[config.mk]
export PLATFORM = sky130hd
export DESIGN_NAME = hamming_tx_serializer
export DESIGN_NICKNAME = d
export VERILOG_FILES = /design/src/rtl/hamming_pkg.sv /design/src/rtl/hamming_baud_timer.sv /design/src/rtl/hamming_tx_serializer.sv
export SDC_FILE = /design/constraint.sdc
export NUM_CORES = 1
export LEC_CHECK = 0
export CORE_MARGIN = 1
export CORE_UTILIZATION = 55
export CTS_CLUSTER_DIAMETER = 150
export DETAILED_ROUTE_END_ITERATION = 8
export GPL_TIMING_DRIVEN = 0
export PLACE_DENSITY = 0.79
export SLEW_MARGIN = 15
export SYNTH_ARGS = -nofsm -noshare
export SYNTH_HDL_FRONTEND = slang
export SYNTH_SLANG_ARGS = --single-unit
[constraint.sdc]
create_clock -name clk -period 4.16 [get_ports clk]
set_input_delay 1.04 -clock clk [delete_from_list [all_inputs] [get_ports clk]]
set_output_delay 1.04 -clock clk [all_outputs]
set_load 0.02 [all_outputs]
[src/rtl/hamming_pkg.sv]
// Shared definitions for the Hamming(12,8) datapath blocks.
//   CODE_W          codeword width (8 data + 4 check bits)
//   DATA_W          payload width
//   FRAME_BITS_BASE serial frame length in bits without the parity bit
//                   (start + 12 code bits + stop)
//   tx_state_t      serializer FSM state encoding
package hamming_pkg;

  localparam int CODE_W          = 12;
  localparam int DATA_W          = 8;
  localparam int FRAME_BITS_BASE = 14;

  typedef enum logic [2:0] {
    ST_IDLE   = 3'd0,
    ST_START  = 3'd1,
    ST_DATA   = 3'd2,
    ST_PARITY = 3'd3,
    ST_STOP   = 3'd4
  } tx_state_t;

endpackage

[src/rtl/hamming_baud_timer.sv]
// Bit-period timer for the serial line.
//   clk      clock
//   rst_n    asynchronous active-low reset
//   clr      synchronous clear; holds the counter at 0 while the line is idle
//   count    position inside the current bit period, 0..CLKS_PER_BIT-1
//   bit_end  last clock of the current bit period (never asserted while clr=1)
module hamming_baud_timer #(
  parameter int CLKS_PER_BIT = 4,
  parameter int CNT_W        = (CLKS_PER_BIT > 1) ? $clog2(CLKS_PER_BIT) : 1
) (
  input  logic             clk,
  input  logic             rst_n,
  input  logic             clr,
  output logic [CNT_W-1:0] count,
  output logic             bit_end
);

  localparam logic [CNT_W-1:0] LAST = CNT_W'(CLKS_PER_BIT - 1);

  // Every bit boundary coincides with bit_end, so wrapping here also gives
  // the restart-on-state-change behaviour the FSM relies on.
  assign bit_end = !clr && (count == LAST);

  always_ff @(posedge clk or negedge rst_n) begin
    if (!rst_n) begin
      count <= '0;
    end else if (clr || bit_end) begin
      count <= '0;
    end else begin
      count <= count + 1'b1;
    end
  end

endmodule

[src/rtl/hamming_tx_serializer.sv]
// Serial transmitter for Hamming(12,8) codewords.
// Frame: start (0), code bits 0..11 LSB first, optional even parity, stop (1).
// A one-word holding register lets the next codeword be accepted while the
// current frame shifts out, so consecutive frames have no idle gap.
//   clk        clock, rising edge
//   rst_n      asynchronous active-low reset
//   in_valid   in_code valid
//   in_ready   holding register empty (handshake when in_valid && in_ready)
//   in_code    12-bit codeword, bit 0 = Hamming position 1
//   tx_out     registered serial line, idle high
//   busy       frame in progress or word held
//   frame_done one-cycle pulse in the last clock of each stop bit
module hamming_tx_serializer
  import hamming_pkg::*;
#(
  parameter int CLKS_PER_BIT = 4,
  parameter int PARITY_EN    = 0
) (
  input  logic              clk,
  input  logic              rst_n,
  input  logic              in_valid,
  output logic              in_ready,
  input  logic [CODE_W-1:0] in_code,
  output logic              tx_out,
  output logic              busy,
  output logic              frame_done
);

  localparam int CNT_W = (CLKS_PER_BIT > 1) ? $clog2(CLKS_PER_BIT) : 1;

  tx_state_t         state, state_nxt;
  logic              hold_full;
  logic [CODE_W-1:0] hold;
  logic [CODE_W-1:0] shifter, shifter_nxt;
  logic [3:0]        bit_idx;
  logic              par, par_nxt;
  logic              tx_nxt;
  logic              load, shift, accept;
  logic              bit_end;
  logic [CNT_W-1:0]  baud_cnt;

  hamming_baud_timer #(
    .CLKS_PER_BIT (CLKS_PER_BIT),
    .CNT_W        (CNT_W)
  ) u_baud (
    .clk     (clk),
    .rst_n   (rst_n),
    .clr     (state == ST_IDLE),
    .count   (baud_cnt),
    .bit_end (bit_end)
  );

  // in_ready depends on registered state only; load and accept can never
  // hit the same edge because accept requires the hold to be empty.
  assign in_ready = !hold_full;
  assign accept   = in_valid && !hold_full;

  // State register and datapath registers.
  always_ff @(posedge clk or negedge rst_n) begin
    if (!rst_n) begin
      state     <= ST_IDLE;
      hold_full <= 1'b0;
      bit_idx   <= '0;
      tx_out    <= 1'b1;
    end else begin
      state  <= state_nxt;
      tx_out <= tx_nxt;
      if (accept) begin
        hold_full <= 1'b1;
      end else if (load) begin
        hold_full <= 1'b0;
      end
      if (load) begin
        bit_idx <= '0;
      end else if (shift) begin
        bit_idx <= bit_idx + 4'd1;
      end
    end
  end

  always_ff @(posedge clk) begin
    if (accept) begin
      hold <= in_code;
    end
    shifter <= shifter_nxt;
    par     <= par_nxt;
  end

  // Next-state logic.
  always_comb begin
    state_nxt = state;
    load      = 1'b0;
    shift     = 1'b0;
    case (state)
      ST_IDLE: begin
        if (hold_full) begin
          load      = 1'b1;
          state_nxt = ST_START;
        end
      end
      ST_START: begin
        if (bit_end) state_nxt = ST_DATA;
      end
      ST_DATA: begin
        if (bit_end) begin
          shift = 1'b1;
          if (bit_idx == 4'd11) begin
            state_nxt = (PARITY_EN != 0) ? ST_PARITY : ST_STOP;
          end
        end
      end
      ST_PARITY: begin
        if (bit_end) state_nxt = ST_STOP;
      end
      ST_STOP: begin
        if (bit_end) begin
          if (hold_full) begin
            load      = 1'b1;
            state_nxt = ST_START;
          end else begin
            state_nxt = ST_IDLE;
          end
        end
      end
      default: state_nxt = ST_IDLE;
    endcase
  end

  // Output logic. tx_out is computed from the next state and next shifter
  // contents so the registered line changes on the same edge as the state.
  always_comb begin
    shifter_nxt = shifter;
    par_nxt     = par;
    if (load) begin
      shifter_nxt = hold;
      par_nxt     = ^hold;
    end else if (shift) begin
      shifter_nxt = {1'b0, shifter[CODE_W-1:1]};
    end
    case (state_nxt)
      ST_START:  tx_nxt = 1'b0;
      ST_DATA:   tx_nxt = shifter_nxt[0];
      ST_PARITY: tx_nxt = par_nxt;
      default:   tx_nxt = 1'b1;
    endcase
  end

  assign busy       = (state != ST_IDLE) || hold_full;
  assign frame_done = (state == ST_STOP) && bit_end;

  // The baud counter must sit at zero whenever the line is idle so the
  // first start bit after a load lasts a full period.
  idle_cnt_zero: assert property (@(posedge clk) disable iff (!rst_n)
                                  (state == ST_IDLE) |-> (baud_cnt == '0));

endmodule

Word level (Yosys, flattened, before mapping)
Cells that the tools add are included.
- logic and storage cells: 54
- bits in registers: 36
- input port bits: 15
- output and inout port bits: 4
- equality and inequality tests: 9
- muxes and demuxes: 22
- reductions and logical operators: 12
- add/subtract/negate cells: 2
- operator list (operator ; number):
    $mux W12 ; 2
    $mux W3 ; 6
    $pmux W3 S5 ; 1
    $eq A3 B2 Y1 const B ; 4
    $reduce_xor A12 Y1 ; 1
    $mux W1 ; 8
    $mux W4 ; 2
    $eq A3 B1 Y1 const B ; 2
    $add A4 B1 Y4 const B ; 1
    $eq A4 B4 Y1 const B ; 1
    $reduce_bool A2 Y1 ; 2
    $eq A3 B3 Y1 const B ; 1
    $logic_and A1 B1 Y1 ; 3
    $logic_not A3 Y1 ; 1
    $pmux W1 S3 ; 1
    $reduce_bool A3 Y1 ; 1
    $add A2 B1 Y2 const B ; 1
    $eq A2 B2 Y1 const B ; 1
    $logic_not A1 Y1 ; 2
    $logic_or A1 B1 Y1 ; 2
    $mux W2 ; 1
    $pmux W1 S2 ; 1

Longest topological paths before layout
- word-level depth: 8
- gate-level depth with buffers: 7
- mapped depth without buffers: 5

By module
A second synthesis with hierarchy kept.
- cell total of the unflattened synthesis: 117
- area, all modules: 1609.0 um2
- modules (own cells, without submodules) (module ; area each (um2) ; times used ; cells each ; seq. area each (um2)):
    hamming_tx_serializer ; 1522.7 ; 1 ; 111 ; 957.2
    hamming_baud_timer ; 86.3 ; 1 ; 6 ; 50.0

Worst setup path after synthesis
No wires, ideal clock.
- kind: register -> output
- start point: register state[1]
- end point: output busy
- slack: 2.136 ns
- required time: 3.120 ns
- path buffers: 1
- data arrival time: 0.984 ns
- cell stages (with the launch flop): 4
- cells stage by stage: dfrtp_1 -> buf_6 -> nor3_1 -> nand2_1
- longest elaborated chain between the ends: 2
- ends and longest elaborated chain (element ; line ; RTL):
    from (decl) ; hamming_tx_serializer.sv:31 ; tx_state_t state, state_nxt;
    from (signal assigned) ; hamming_tx_serializer.sv:66 ; state <= state_nxt;
    $reduce_bool A3 Y1 ; hamming_tx_serializer.sv:148 ; assign busy = (state != ST_IDLE) || hold_full;
    $logic_or A1 B1 Y1 ; hamming_tx_serializer.sv:148 ;
    to (decl) ; hamming_tx_serializer.sv:25 ; output logic busy,
Every way passes these cells.

Final worst setup path
Same ends and word-level chain as after synthesis.

==> run summary <==
Port Buffer Count = 18
Hold path depth = 1
Clock transition at path regs = 0.10 ns
Post-synthesis adder-cell area fraction = 1.56%
ANT nets after route = 0
Crit path from = state[1]
Setup WS pre-CTS = 1.34 ns
Least-Margin Pin Slew = 0.659 ns
Drt initial violations = 29
Syn_nets = 132
Critical Path RT = 3.12 ns
Period minus WS final = 2.90 ns
Startpoint types = register
Syn-to-layout area delta = 18.6%
Crit-path leading delay family = buffers and inverters
Layout cell share with drive strength beyond 1 = 16.3%
Average cell area after synthesis = 13.9 sq um
CP Capture Point = busy
Row Count = 19
Distinct cells, synth = 36
Initial antenna violation count = 0
Cell Area, Synth = 0.00160 sq mm
Wirelength per Cell = 15.7 um
Vias = 972
RSZ-0062 raised after global routing = false
Post-CTS sizing = 0
Ant. Diodes = 0
First-pass DRT Iterations = 5
Largest net degree at the start of global routing = 13
Crit path kind = reg2out
MaxCap Viol Count = 0
Status = complete, no violations
IO Pins = 19
Sequential share of the synthesized area = 62.9%
Die Y-Extent = 55.9 um
Worst r2r src = u_baud.count[0]
Slowest stage delay, CP = 0.54 ns
Fin nets = 157
Global-route wire length before repair = 4730 um
Drt total wl = 2700 um
Reg2reg setup slack = 2.28 ns
CTS max path bufs = 2
Max stage delay cell, worst path = clkdlybuf4s50_1
Horiz. Die Dim = 55.9 um
Clk_skew = 0.0150 ns
Worst reg2reg path endpoint = shifter[2]
Final hold violations = 0
DRC = 0
Cell Pwr Density = 651 mW/mm^2
Global placer's final weighted congestion = 0.791
Final setup TNS = 0 ns
TritonCTS buffer count = 5
Hpwl dp = 1900 um
WP buf/inv = 2
H-tree depth reported by CTS = 2
Main combinational cell family by area after synthesis = compound AO/OA/AOI/OAI gates
Starting Density = 58.0%
Ys Warns = 0
Crit path depth = 4
Final Max Tran Viols = 0
Num Clock Sinks = 36
Final WS setup = 1.26 ns
Root buffer cell = clkbuf_4
Worst VDD drop = 0.467 mV
P_leak = 0.728 nW
Cts hold-fix bufs = 0
Simple-Gate Fraction of Synth Area = 9.38%
Synth Area in XOR/XNOR = 7.97%
Core ar. = 0.00276 sq mm
Crit path DAT = 1.86 ns
CP endpoint kind = output pin
TritonCTS clock tree = done
Compound-Gate Fraction of Synth Area = 12.1%
Worst r2r path cells = 5
Syn Inst Count = 115
FF+latch count, synth = 36
CP max FO = 10
Max Fclk = 345 MHz
Vias in the first global route = 1,045
Post-layout utilization of the core = 68.8%
Multiplexer area fraction after synthesis = 0.625%
Fin crit share = 69.8%
Fillers = 223
Worst-path cell chain = buf_6, nor3_1, nand2_1, clkdlybuf4s50_1
Worst-skew pair later-pin latency = 0.34 ns
GR Overflow Total = 0
Total GRT Usage = 20.8%
Max-slew headroom = 55.8%
Full die area = 0.00313 sq mm
Final setup fails = 0
Vias per cell = 5.65
Worst hold-check path type = reg2reg
Postcts setup bufs = 0
layer usage:
metal | GRT usage [%] | routed length (um) | vias to the layer above
met5 | 0 | 0 | -
met4 | 12.5 | 47 | 0
met3 | 5.58 | 152 | 8
met2 | 31.8 | 1340 | 29
met1 | 26.6 | 1160 | 472
li1 | - | - | 463
state kept, by name, summed over array words and instances, names as in the netlist:
| register | count |
|---|---|
| tx_out | 1 |
| state | 3 |
| hold | 12 |
| shifter | 12 |
| u_baud.count | 2 |
| bit_idx | 4 |
| par | 1 |
| hold_full | 1 |
per-stage QoR:
step / power (mW) / cell area [sq um] / instances / hold WS, ns
after floorplan: 0.892 / 1600 / 115 / 0.415
after global placement: 0.985 / 1820 / 164 / 0.427
after detailed placement: 1.01 / 1820 / 164 / 0.442
after CTS: 1.25 / 1900 / 172 / 0.457
after global routing: 1.31 / 1900 / 172 / 0.505
final: 1.24 / 1900 / 172 / 0.448
cell usage in the layout (no fill, tap or decap), types with 2 or more instances in the layout:
master           instances
ha_1                     2
inv_1                    3
nand2_1                  5
buf_2                    2
xor2_1                   3
clkdlybuf4s50_1         18
dfxtp_1                  2
nor3_1                   4
dfrtp_1                 10
xnor2_1                  9
edfxtp_1                23
or2_2                    2
buf_6                    5
a22o_1                  10
nand2b_1                 2
a21oi_1                  2
nor2_1                   9
o21ai_0                  3
clkbuf_4                 5
power by group:
| group | switching (mW) | total [mW] | internal (mW) |
|---|---|---|---|
| sequential | 0.0615 | 0.575 | 0.513 |
| combinational | 0.217 | 0.425 | 0.208 |
| clock | 0.109 | 0.235 | 0.126 |
kinds of logic (layout without fill, tap and decap cells):
family	count (synthesis)	after routing
DFF	36	36
and+or+nand+nor	29	29
AOI/OAI and AO/OA	23	23
xor gates and xnor gates	13	13
buffers and inverters	11	37
adders and majority gates	2	2
muxes	1	1
layout make-up:
cell class,instances,area (sq um),share of cell area [%]
buffer,7,66.3,3.49
clock buffer,6,41.3,2.18
clock inverter,2,35.0,1.85
inverter,4,20.0,1.05
multi-input combinational,68,509,26.8
sequential,36,1010,53.1
tap,31,38.8,2.04
timing repair buffer,18,180,9.49
synth_stat cells:
master | n | area [sq um]
ha_1 | 2 | 25.0
a211oi_1 | 1 | 7.51
xor2_1 | 3 | 26.3
dfrtp_1 | 10 | 250
a21o_2 | 1 | 8.76
dfstp_2 | 1 | 26.3
nor2b_1 | 1 | 6.26
a21oi_2 | 1 | 8.76
buf_6 | 5 | 56.3
dfxtp_1 | 2 | 40.0
xnor3_1 | 1 | 22.5
a2bb2oi_1 | 1 | 8.76
nand3_1 | 1 | 5.00
a21oi_1 | 2 | 10.0
nand3b_1 | 1 | 7.51
nand2b_1 | 2 | 12.5
nor3b_1 | 1 | 7.51
nor3_1 | 4 | 20.0
xnor2_1 | 9 | 78.8
inv_6 | 1 | 8.76
a2111oi_4 | 1 | 27.5
nor2_1 | 9 | 33.8
mux2i_1 | 1 | 10.0
o221ai_1 | 1 | 8.76
a22o_1 | 10 | 87.6
inv_1 | 3 | 11.3
o22ai_1 | 1 | 6.26
o21ai_0 | 3 | 15.0
nand2_1 | 5 | 18.8
o21ai_1 | 1 | 5.00
and2_2 | 1 | 7.51
buf_2 | 2 | 10.0
edfxtp_1 | 23 | 691
nand4_1 | 1 | 6.26
or2_2 | 2 | 12.5
and4bb_1 | 1 | 12.5
worst min path at each step:
stage	startpoint	to
after floorplan	par	tx_out
after global placement	u_baud.count[0]	u_baud.count[0]
after detailed placement	u_baud.count[0]	u_baud.count[0]
after CTS	u_baud.count[0]	u_baud.count[0]
after global routing	u_baud.count[0]	u_baud.count[0]
final	u_baud.count[0]	u_baud.count[0]
No activity file was read; power rests on OpenSTA's default activity.
